[src/rtl/duck_pkg.sv]
// Shared types and constants for the duck-hunt round tracker.
package duck_pkg;

  localparam int unsigned SHOTS_PER_ROUND = 3;
  localparam int unsigned BIRDS_PER_GAME  = 10;
  localparam int unsigned FLY_FRAMES      = 300;
  localparam int unsigned ESCAPE_FRAMES   = 60;
  localparam logic [15:0] HIT_POINTS      = 16'h0500;

  localparam int unsigned SHOTS_W = 2;
  localparam int unsigned BIRD_W  = 4;
  localparam int unsigned FLY_W   = 9;
  localparam int unsigned ESC_W   = 6;
  localparam int unsigned SCORE_W = 16;

  typedef enum logic [2:0] {
    ST_IDLE   = 3'd0,
    ST_FLYING = 3'd1,
    ST_HIT    = 3'd2,
    ST_ESCAPE = 3'd3,
    ST_GONE   = 3'd4
  } trk_state_e;

endpackage

[src/rtl/bcd_add4.sv]
// Four-digit BCD adder that clamps to 9999 on overflow.
module bcd_add4
  import duck_pkg::*;
(
  input  logic [SCORE_W-1:0] a_i,
  input  logic [SCORE_W-1:0] b_i,
  output logic [SCORE_W-1:0] sum_o
);

  logic [4:0]         digit;
  logic               carry;
  logic [SCORE_W-1:0] raw;

  // Ripple digit by digit, applying the +6 decimal correction.
  always_comb begin
    digit = 5'd0;
    carry = 1'b0;
    raw   = '0;
    for (int i = 0; i < 4; i++) begin
      digit = 5'(a_i[4*i +: 4]) + 5'(b_i[4*i +: 4]) + 5'(carry);
      if (digit > 5'd9) begin
        digit = digit + 5'd6;
        carry = 1'b1;
      end else begin
        carry = 1'b0;
      end
      raw[4*i +: 4] = digit[3:0];
    end
    sum_o = carry ? 16'h9999 : raw;
  end

endmodule

[src/rtl/round_tracker.sv]
// Tracks one duck per round: shots, fly/escape timers, score and bird tally.
module round_tracker
  import duck_pkg::*;
(
  input  logic               Clk,
  input  logic               Reset_n,
  input  logic               frame_tick,
  input  logic               trigger,
  input  logic               hit,
  input  logic               new_round,
  input  logic               reset_shots,
  input  logic               reset_score,
  input  logic               reset_birds,
  output logic [SHOTS_W-1:0] shots_left,
  output logic               no_shots_left,
  output logic               bird_shot,
  output logic               flew_away,
  output logic               game_over,
  output logic [SCORE_W-1:0] score,
  output logic [BIRD_W-1:0]  bird_idx,
  output logic [9:0]         hits_map,
  output logic [2:0]         trk_state
);

  localparam logic [FLY_W-1:0]   FLY_END  = FLY_W'(FLY_FRAMES);
  localparam logic [ESC_W-1:0]   ESC_END  = ESC_W'(ESCAPE_FRAMES);
  localparam logic [BIRD_W-1:0]  BIRD_END = BIRD_W'(BIRDS_PER_GAME);
  localparam logic [SHOTS_W-1:0] SHOTS_FULL = SHOTS_W'(SHOTS_PER_ROUND);

  trk_state_e         state_q, state_d;
  logic [FLY_W-1:0]   fly_q, fly_d;
  logic [ESC_W-1:0]   esc_q, esc_d;
  logic [SHOTS_W-1:0] shots_q, shots_d;
  logic [SCORE_W-1:0] score_q, score_d, score_sum;
  logic [BIRD_W-1:0]  bird_idx_q, bird_idx_d;
  logic [9:0]         hits_map_q, hits_map_d;
  logic               nsl_q, nsl_d;
  logic               bird_shot_q, flew_away_q;
  logic               shot_fire, enter_hit, enter_gone;

  bcd_add4 u_bcd_add4 (
    .a_i   (score_q),
    .b_i   (HIT_POINTS),
    .sum_o (score_sum)
  );

  // Round FSM and timers; a shot in FLYING outranks a same-cycle timer expiry.
  always_comb begin
    state_d   = state_q;
    fly_d     = fly_q;
    esc_d     = esc_q;
    shot_fire = 1'b0;
    if (new_round) begin
      state_d = ST_FLYING;
      fly_d   = '0;
      esc_d   = '0;
    end else begin
      case (state_q)
        ST_FLYING: begin
          if (frame_tick && fly_q != FLY_END) fly_d = fly_q + FLY_W'(1);
          if (trigger && shots_q != '0) begin
            shot_fire = 1'b1;
            if (hit)                          state_d = ST_HIT;
            else if (shots_q == SHOTS_W'(1))  state_d = ST_ESCAPE;
          end else if (fly_q == FLY_END ||
                       (frame_tick && fly_q == FLY_END - FLY_W'(1))) begin
            state_d = ST_GONE;
          end
        end
        ST_ESCAPE: begin
          if (frame_tick && esc_q != ESC_END) esc_d = esc_q + ESC_W'(1);
          if (esc_q == ESC_END || (frame_tick && esc_q == ESC_END - ESC_W'(1)))
            state_d = ST_GONE;
        end
        default: ;
      endcase
    end
  end

  // Shot, score and bird bookkeeping; the reset strobes override same-cycle updates.
  always_comb begin
    enter_hit  = (state_d == ST_HIT)  && (state_q != ST_HIT);
    enter_gone = (state_d == ST_GONE) && (state_q != ST_GONE);

    shots_d = shots_q;
    if (reset_shots)    shots_d = SHOTS_FULL;
    else if (shot_fire) shots_d = shots_q - SHOTS_W'(1);

    score_d = score_q;
    if (reset_score)    score_d = '0;
    else if (enter_hit) score_d = score_sum;

    bird_idx_d = bird_idx_q;
    hits_map_d = hits_map_q;
    if (reset_birds) begin
      bird_idx_d = '0;
      hits_map_d = '0;
    end else if (bird_idx_q < BIRD_END) begin
      if (enter_hit)               hits_map_d[bird_idx_q] = 1'b1;
      if (enter_hit || enter_gone) bird_idx_d = bird_idx_q + BIRD_W'(1);
    end

    nsl_d = (shots_d == '0) && (state_d != ST_HIT);
  end

  // State and datapath registers.
  always_ff @(posedge Clk or negedge Reset_n) begin
    if (!Reset_n) begin
      state_q     <= ST_IDLE;
      fly_q       <= '0;
      esc_q       <= '0;
      shots_q     <= SHOTS_FULL;
      score_q     <= '0;
      bird_idx_q  <= '0;
      hits_map_q  <= '0;
      nsl_q       <= 1'b0;
      bird_shot_q <= 1'b0;
      flew_away_q <= 1'b0;
    end else begin
      state_q     <= state_d;
      fly_q       <= fly_d;
      esc_q       <= esc_d;
      shots_q     <= shots_d;
      score_q     <= score_d;
      bird_idx_q  <= bird_idx_d;
      hits_map_q  <= hits_map_d;
      nsl_q       <= nsl_d;
      bird_shot_q <= (state_d == ST_HIT);
      flew_away_q <= (state_d == ST_GONE);
    end
  end

  assign shots_left    = shots_q;
  assign no_shots_left = nsl_q;
  assign bird_shot     = bird_shot_q;
  assign flew_away     = flew_away_q;
  assign score         = score_q;
  assign bird_idx      = bird_idx_q;
  assign hits_map      = hits_map_q;
  assign trk_state     = 3'(state_q);
  assign game_over     = (bird_idx_q == BIRD_END);

endmodule

[config.mk]
export PLATFORM = sky130hd
export DESIGN_NAME = round_tracker
export DESIGN_NICKNAME = d
export VERILOG_FILES = /design/src/rtl/duck_pkg.sv /design/src/rtl/bcd_add4.sv /design/src/rtl/round_tracker.sv
export SDC_FILE = /design/constraint.sdc
export NUM_CORES = 1
export LEC_CHECK = 0
export ABC_CLOCK_PERIOD_IN_PS = 6400
export CORE_MARGIN = 1.5
export CORE_UTILIZATION = 35
export CTS_CLUSTER_SIZE = 25
export DETAILED_ROUTE_END_ITERATION = 8
export DONT_BUFFER_PORTS = 1
export HOLD_SLACK_MARGIN = 0.15
export PLACE_DENSITY_LB_ADDON = 0.12
export SETUP_SLACK_MARGIN = 0.15
export SYNTH_ARGS = -nofsm -noshare
export SYNTH_HDL_FRONTEND = slang
export SYNTH_SLANG_ARGS = --single-unit
[constraint.sdc]
create_clock -name Clk -period 6.4 [get_ports Clk]
set_input_delay 1.6 -clock Clk [delete_from_list [all_inputs] [get_ports Clk]]
set_output_delay 1.6 -clock Clk [all_outputs]
set_load 0.005 [all_outputs]
==> Yosys cells after proc, flatten, opt, wreduce, memory -nomap -nowiden <==
Cells that the tools add are included.
{ "totals": {"out_inout_bits": 39, "inputBits": 9, "elab_cells": 111, "register_bits": 53} }
{ "classes": {"magnitude_cmp": 7, "mux": 37, "n_bitwise": 1, "add_sub_neg": 12, "n_reduce_logical": 28, "eq_ne": 15} }
{ "ops": {"columns": ["operator", "count"], "rows": [
  ["$mux W16", 3],
  ["$mux W10", 3],
  ["$mux W4", 7],
  ["$mux W9", 3],
  ["$eq A9 B9 Y1 const B", 2],
  ["$mux W3", 6],
  ["$mux W6", 3],
  ["$reduce_bool A2 Y1", 9],
  ["$add A4 B3 Y4 const B", 4],
  ["$gt A5 B4 Y1 const B", 3],
  ["$eq A6 B6 Y1 const B", 2],
  ["$add A4 B1 Y5", 2],
  ["$or A10 B10 Y10", 1],
  ["$reduce_and A2 Y1", 5],
  ["$add A9 B1 Y9 const B", 1],
  ["$logic_and A1 B1 Y1", 9],
  ["$ne A9 B9 Y1 const B", 1],
  ["$mux W1", 8],
  ["$add A6 B1 Y6 const B", 1],
  ["$eq A3 B2 Y1 const B", 2],
  ["$ne A3 B2 Y1 const B", 2],
  ["$ne A6 B6 Y1 const B", 1],
  ["$pmux W3 S2", 1],
  ["$add A4 B3 Y5 const B", 1],
  ["17 further kinds", 20]
]} }

==> Logic depth before layout (Yosys ltp) <==
{ "depth": {"word_depth": 14, "mapped_depth": 26, "ltp_nobuf": 26} }

==> Hierarchy <==
A second synthesis with hierarchy kept.
{ "unflattened": {"cells_unflattened": 393, "area_unflattened_um2": 3769.9} }
{ "by_module_without_submodules": {"columns": ["mod", "n_inst", "area_per_inst_um2", "cells_per_inst", "seq_area_each_um2"], "rows": [
  ["round_tracker", 1, 2745.1, 264, 1328.8],
  ["bcd_add4", 1, 1024.7, 129, 0.0]
]} }

==> Worst setup path before layout <==
No wires, ideal clock.
{ "synth_timing": {"path_type": "reg2reg", "start": "register score_q[2] (netlist: score[2])", "end": "register score_q[7] (netlist: score[7])", "setup_time_ns": 0.099, "period_less_slack_ns": 4.872, "stages_incl_launch_ff": 26, "n_path_buf": 0, "path_slack_ns": 1.528, "required_ns": 6.301, "arrival_ns": 4.773, "path_cell_list": "dfrtp_1 -> o21ai_0 -> inv_1 -> ha_1 -> ha_1 -> xnor2_1 -> ha_1 -> nor2b_1 -> o32ai_1 -> a21oi_1 -> ha_1 -> inv_1 -> ha_1 -> xor2_1 -> nand2_1 -> o21ai_0 -> o21ai_0 -> ha_1 -> ha_1 -> nand2b_1 -> nor2_1 -> a2bb2oi_1 -> o21a_1 -> o21a_1 -> nor2_1 -> a311oi_1"} }
{ "synth_via": {"elab_chain_len": 14, "word_cells_on_any_way": 16, "classes_between": "add/sub (4); order compare (4); mux (8)"} }
{ "synth_rtl": {"columns": ["item", "line_no", "rtl"], "rows": [
  ["start: declaration", "round_tracker.sv:34", "logic [SCORE_W-1:0] score_q, score_d, score_sum;"],
  ["start signal: assignment", "round_tracker.sv:124", "score_q <= score_d;"],
  ["$gt A4 B4 Y1 *", "bcd_add4.sv:21", "if (digit > 5'd9) begin"],
  ["$mux W1 *", "bcd_add4.sv:21", null],
  ["$add A4 B1 Y5 *", "bcd_add4.sv:20", "digit = 5'(a_i[4*i +: 4]) + 5'(b_i[4*i +: 4]) + 5'(carry);"],
  ["$gt A5 B4 Y1", "bcd_add4.sv:21", null],
  ["$mux W1", "bcd_add4.sv:21", null],
  ["$add A5 B1 Y5", "bcd_add4.sv:20", null],
  ["$gt A5 B4 Y1", "bcd_add4.sv:21", null],
  ["$mux W1", "bcd_add4.sv:21", null],
  ["$add A4 B1 Y5", "bcd_add4.sv:20", null],
  ["$gt A5 B4 Y1", "bcd_add4.sv:21", null],
  ["$mux W1", "bcd_add4.sv:21", null],
  ["$mux W16 *", "bcd_add4.sv:29", "sum_o = carry ? 16'h9999 : raw;"],
  ["$mux W16 *", "round_tracker.sv:91", "else if (enter_hit) score_d = score_sum;"],
  ["$mux W16 *", "round_tracker.sv:90", "if (reset_score) score_d = '0;"]
]} }
Every way passes the cells marked *; elsewhere a longest branch is shown, timed or not. The select of a mux whose other input is x is not followed.
A chain may end at the register's enable or synchronous reset.

==> Worst setup path after layout <==
Ends and elaborated chain as after synthesis.

==> qor.txt <==
Setup TNS Final = 0 ns
RSZ-0062 raised after global routing = no
Seq/Total Area, Yosys = 43.5%
clock buffer depth = 2
Initial Utilization = 36.6%
final net count = 360
TritonCTS clock tree = done
Worst path slowest cell = dfrtp_1
worst reg2reg endpoint = score[7]$_DFFE_PN0P_
worst hold start = hits_map[8]$_DFFE_PN0P_
Cell variety after synth = 54
Core Footprint = 8340 µm²
total CTS buffers = 5
Multi-input gate area = 1580 µm²
Post-Syn Area = 3050 µm²
most frequent cell on the critical path = ha_1
residual DRC count = 0
DR pass1 iterations = 4
Post-Synth Adder-Cell Area = 7.78%
port bufs = 0
area growth from synthesis to final layout = 6.27%
final WL = 6880 µm
final setup vio count = 0
CTS Hold Bufs = 0
Critical Path End Type = flop
worst path arrival time = 5.77 ns
antenna violations before repair = 0
Max Cap Violations = 0
Core Rows = 33
HPWL after DPL = 4850 µm
Final period util = 87.0%
Mapped Cells = 339
drt wl/cell = 15.7 µm
chip height = 96.4 µm
global-route wire length before repair = 11,500 µm
HP Class = flop to flop
Worst Hold End = hits_map[8]$_DFFE_PN0P_
status = completed
largest family of logic cells by synthesized area = simple AND/OR/NAND/NOR gates
Power Density = 212 nW/µm²
Ant. Diodes = 0
R2R depth = 25
top_reg_cell synth = dfrtp_1
share of layout cells above drive strength 1 = 3.60%
Synth async-reset ratio = 100%
FILL cells = 841
Slew headroom = 50.3%
Clock Sinks = 53
Peak VDD IR = 91.2 µV
largest net degree at the start of global routing = 54
mux cell area share after synthesis = 1.97%
Crit Reg-Reg Startpoint = score[2]$_DFFE_PN0P_
WS Path Type = flop to flop
syn_area_per_cell = 9.01 µm²
final hold viol count = 0
max-slew violations = 0
latest clock arrival within the worst-skew pair = 0.31 ns
Simple-Gate Fraction of Synth Area = 21.1%
FMAX = 180 MHz
Storage cell area = 1330 µm²
Die Width = 96.4 µm
Hold Crit Depth = 2
Crit path largest cell delay = 0.44 ns
fin crit period = 5.57 ns
Antenna Nets Post-Route = 0
vias in the first global route = 2,310
Reg clk slew, reported paths = 0.10 ns
WP data required = 6.61 ns
xor-xnor portion of the synthesized cell area = 5.16%
gpl congestion = 0.852
Initial DRC Count = 132
drt via density = 5.43
Placed Area = 3130 µm²
# IOs = 48
post-synthesis compound-gate area fraction = 15.6%
skew final = 0.00495 ns
Syn Nets = 367
Via Count = 2,378
clock root cell = clkbuf_8
Worst Path Max Fanout = 7
R2R Setup Slk = 0.83 ns
grt total ovfl = 0
GRT Overall Usage = 16.1%
CP startpoint kind = flop
H-tree depth = 2
leakage = 1.40 nW
#FFs+latches synth = 53
number of synthesized flops with an enable pin = 0
Final Instance Area = 3250 µm²
CP Launch Point = score[2]$_DFFE_PN0P_
number of warnings issued by yosys = 0
Die ar. = 9300 µm²
Worst Max-Slew Pin Slew = 0.745 ns
[worst max-delay path by stage]
stage	slack [ns]	end
floorplan	1.53	score[7]$_DFFE_PN0P_
global placement	1.02	score[7]$_DFFE_PN0P_
detailed placement	0.73	score[7]$_DFFE_PN0P_
CTS	0.67	score[7]$_DFFE_PN0P_
global route	0.19	score[7]$_DFFE_PN0P_
finish	0.83	score[7]$_DFFE_PN0P_
[worst max-delay path, delay by kind of cell, from the launching register on]
kind,cells,cell delay [ns]
AO/OA/AOI/OAI,9,2.05
XOR/XNOR,2,0.41
adder cells (fa/ha/maj),7,1.83
buffers and inverters,2,0.16
flip-flops,1,0.44
AND/OR/NAND/NOR,5,0.57
[where the power goes]
group	leakage, nW	internal [mW]	switching, mW
Clock	0.0574	0.127	0.115
Combinational	0.615	0.0330	0.0461
Sequential	0.725	0.347	0.0182
[placed cells by master, fill, tap and decap left out, types with 4 or more instances in the layout]
cell,instances
nand3_1,9
clkbuf_8,6
nand4_1,7
dfrtp_1,51
and3_1,4
nor3_1,14
nand2_1,20
o21ai_0,15
inv_1,24
a21oi_1,29
xor2_1,8
nand2b_1,5
mux2i_1,6
ha_1,19
nor2_1,50
xnor2_1,10
[synthesized netlist by cell type (all sizes together) (2+ instances only)]
cell type	number	area [µm²]
o211a	2	20.0
and3b	2	17.5
inv	24	90.1
o31ai	2	15.0
and3	4	25.0
o21ai	17	85.1
nand2	20	75.1
a22oi	2	15.0
a21oi	30	154
a31oi	3	18.8
xnor2	10	87.6
o22ai	2	12.5
dfstp	2	52.6
o21a	3	22.5
nor2	50	188
nor3b	3	33.8
o211ai	2	15.0
nand3b	3	22.5
nor3	14	70.1
ha	19	238
nand4	7	43.8
or3	2	12.5
a311oi	3	26.3
xor2	8	70.1
mux2i	6	60.1
nand3	9	45.0
buf	5	26.3
nand2b	5	31.3
nor2b	2	12.5
dfrtp	51	1280
clkbuf	9	33.8
[logic make-up (layout without fill, tap and decap cells)]
logic type	count (synthesis)	in the layout
buffers and inverters	38	32
multiplexers	6	6
AND/OR/NAND/NOR	129	129
flip-flops	53	53
AO/OA/AOI/OAI	76	76
adder cells (fa/ha/maj)	19	19
XOR/XNOR	18	18
[final cells by class]
type                       count  area share, %
multi-input combinational    248           48.5
sequential                    53           40.9
tap                          105           4.05
inverter                      24           2.78
clock buffer                   6           2.54
clock inverter                 2           1.16
[layer usage]
| layer | GRT usage [%] | up-vias | part of all wire [%] |
|---|---|---|---|
| li1 | - | 1181 | - |
| met1 | 22.3 | 1141 | 48 |
| met2 | 24.8 | 52 | 45 |
| met3 | 4.93 | 4 | 6.3 |
| met4 | 3.74 | 0 | 0.70 |
| met5 | 0 | - | 0 |
[what timing repair did]
| item | 4_1_cts | 5_1_grt |
|---|---|---|
| resized for setup | 0 | 1 |
| setup buffers | 0 | 0 |
| setup endpoints to repair | 0 | 3 |
[through the flow]
stage	std cells	util (%)	worst slack, ns	power, mW	hold slack, ns
floorplan	339	-	1.53	0.438	0.486
global route	438	38.9	0.190	0.724	0.559
global placement	430	37.5	1.02	0.452	0.512
finish	438	38.9	0.832	0.687	0.537
CTS	438	38.9	0.665	0.700	0.544
detailed placement	430	37.5	0.726	0.452	0.516
[state kept, by name (all words and copies together) (netlist names), 2 cells and up]
signal,count
hits_map,10
trk_state,3
fly_q,9
shots_left,2
esc_q,6
bird_idx,4
score,16
Note: power is estimated with default switching activity, not from simulation.
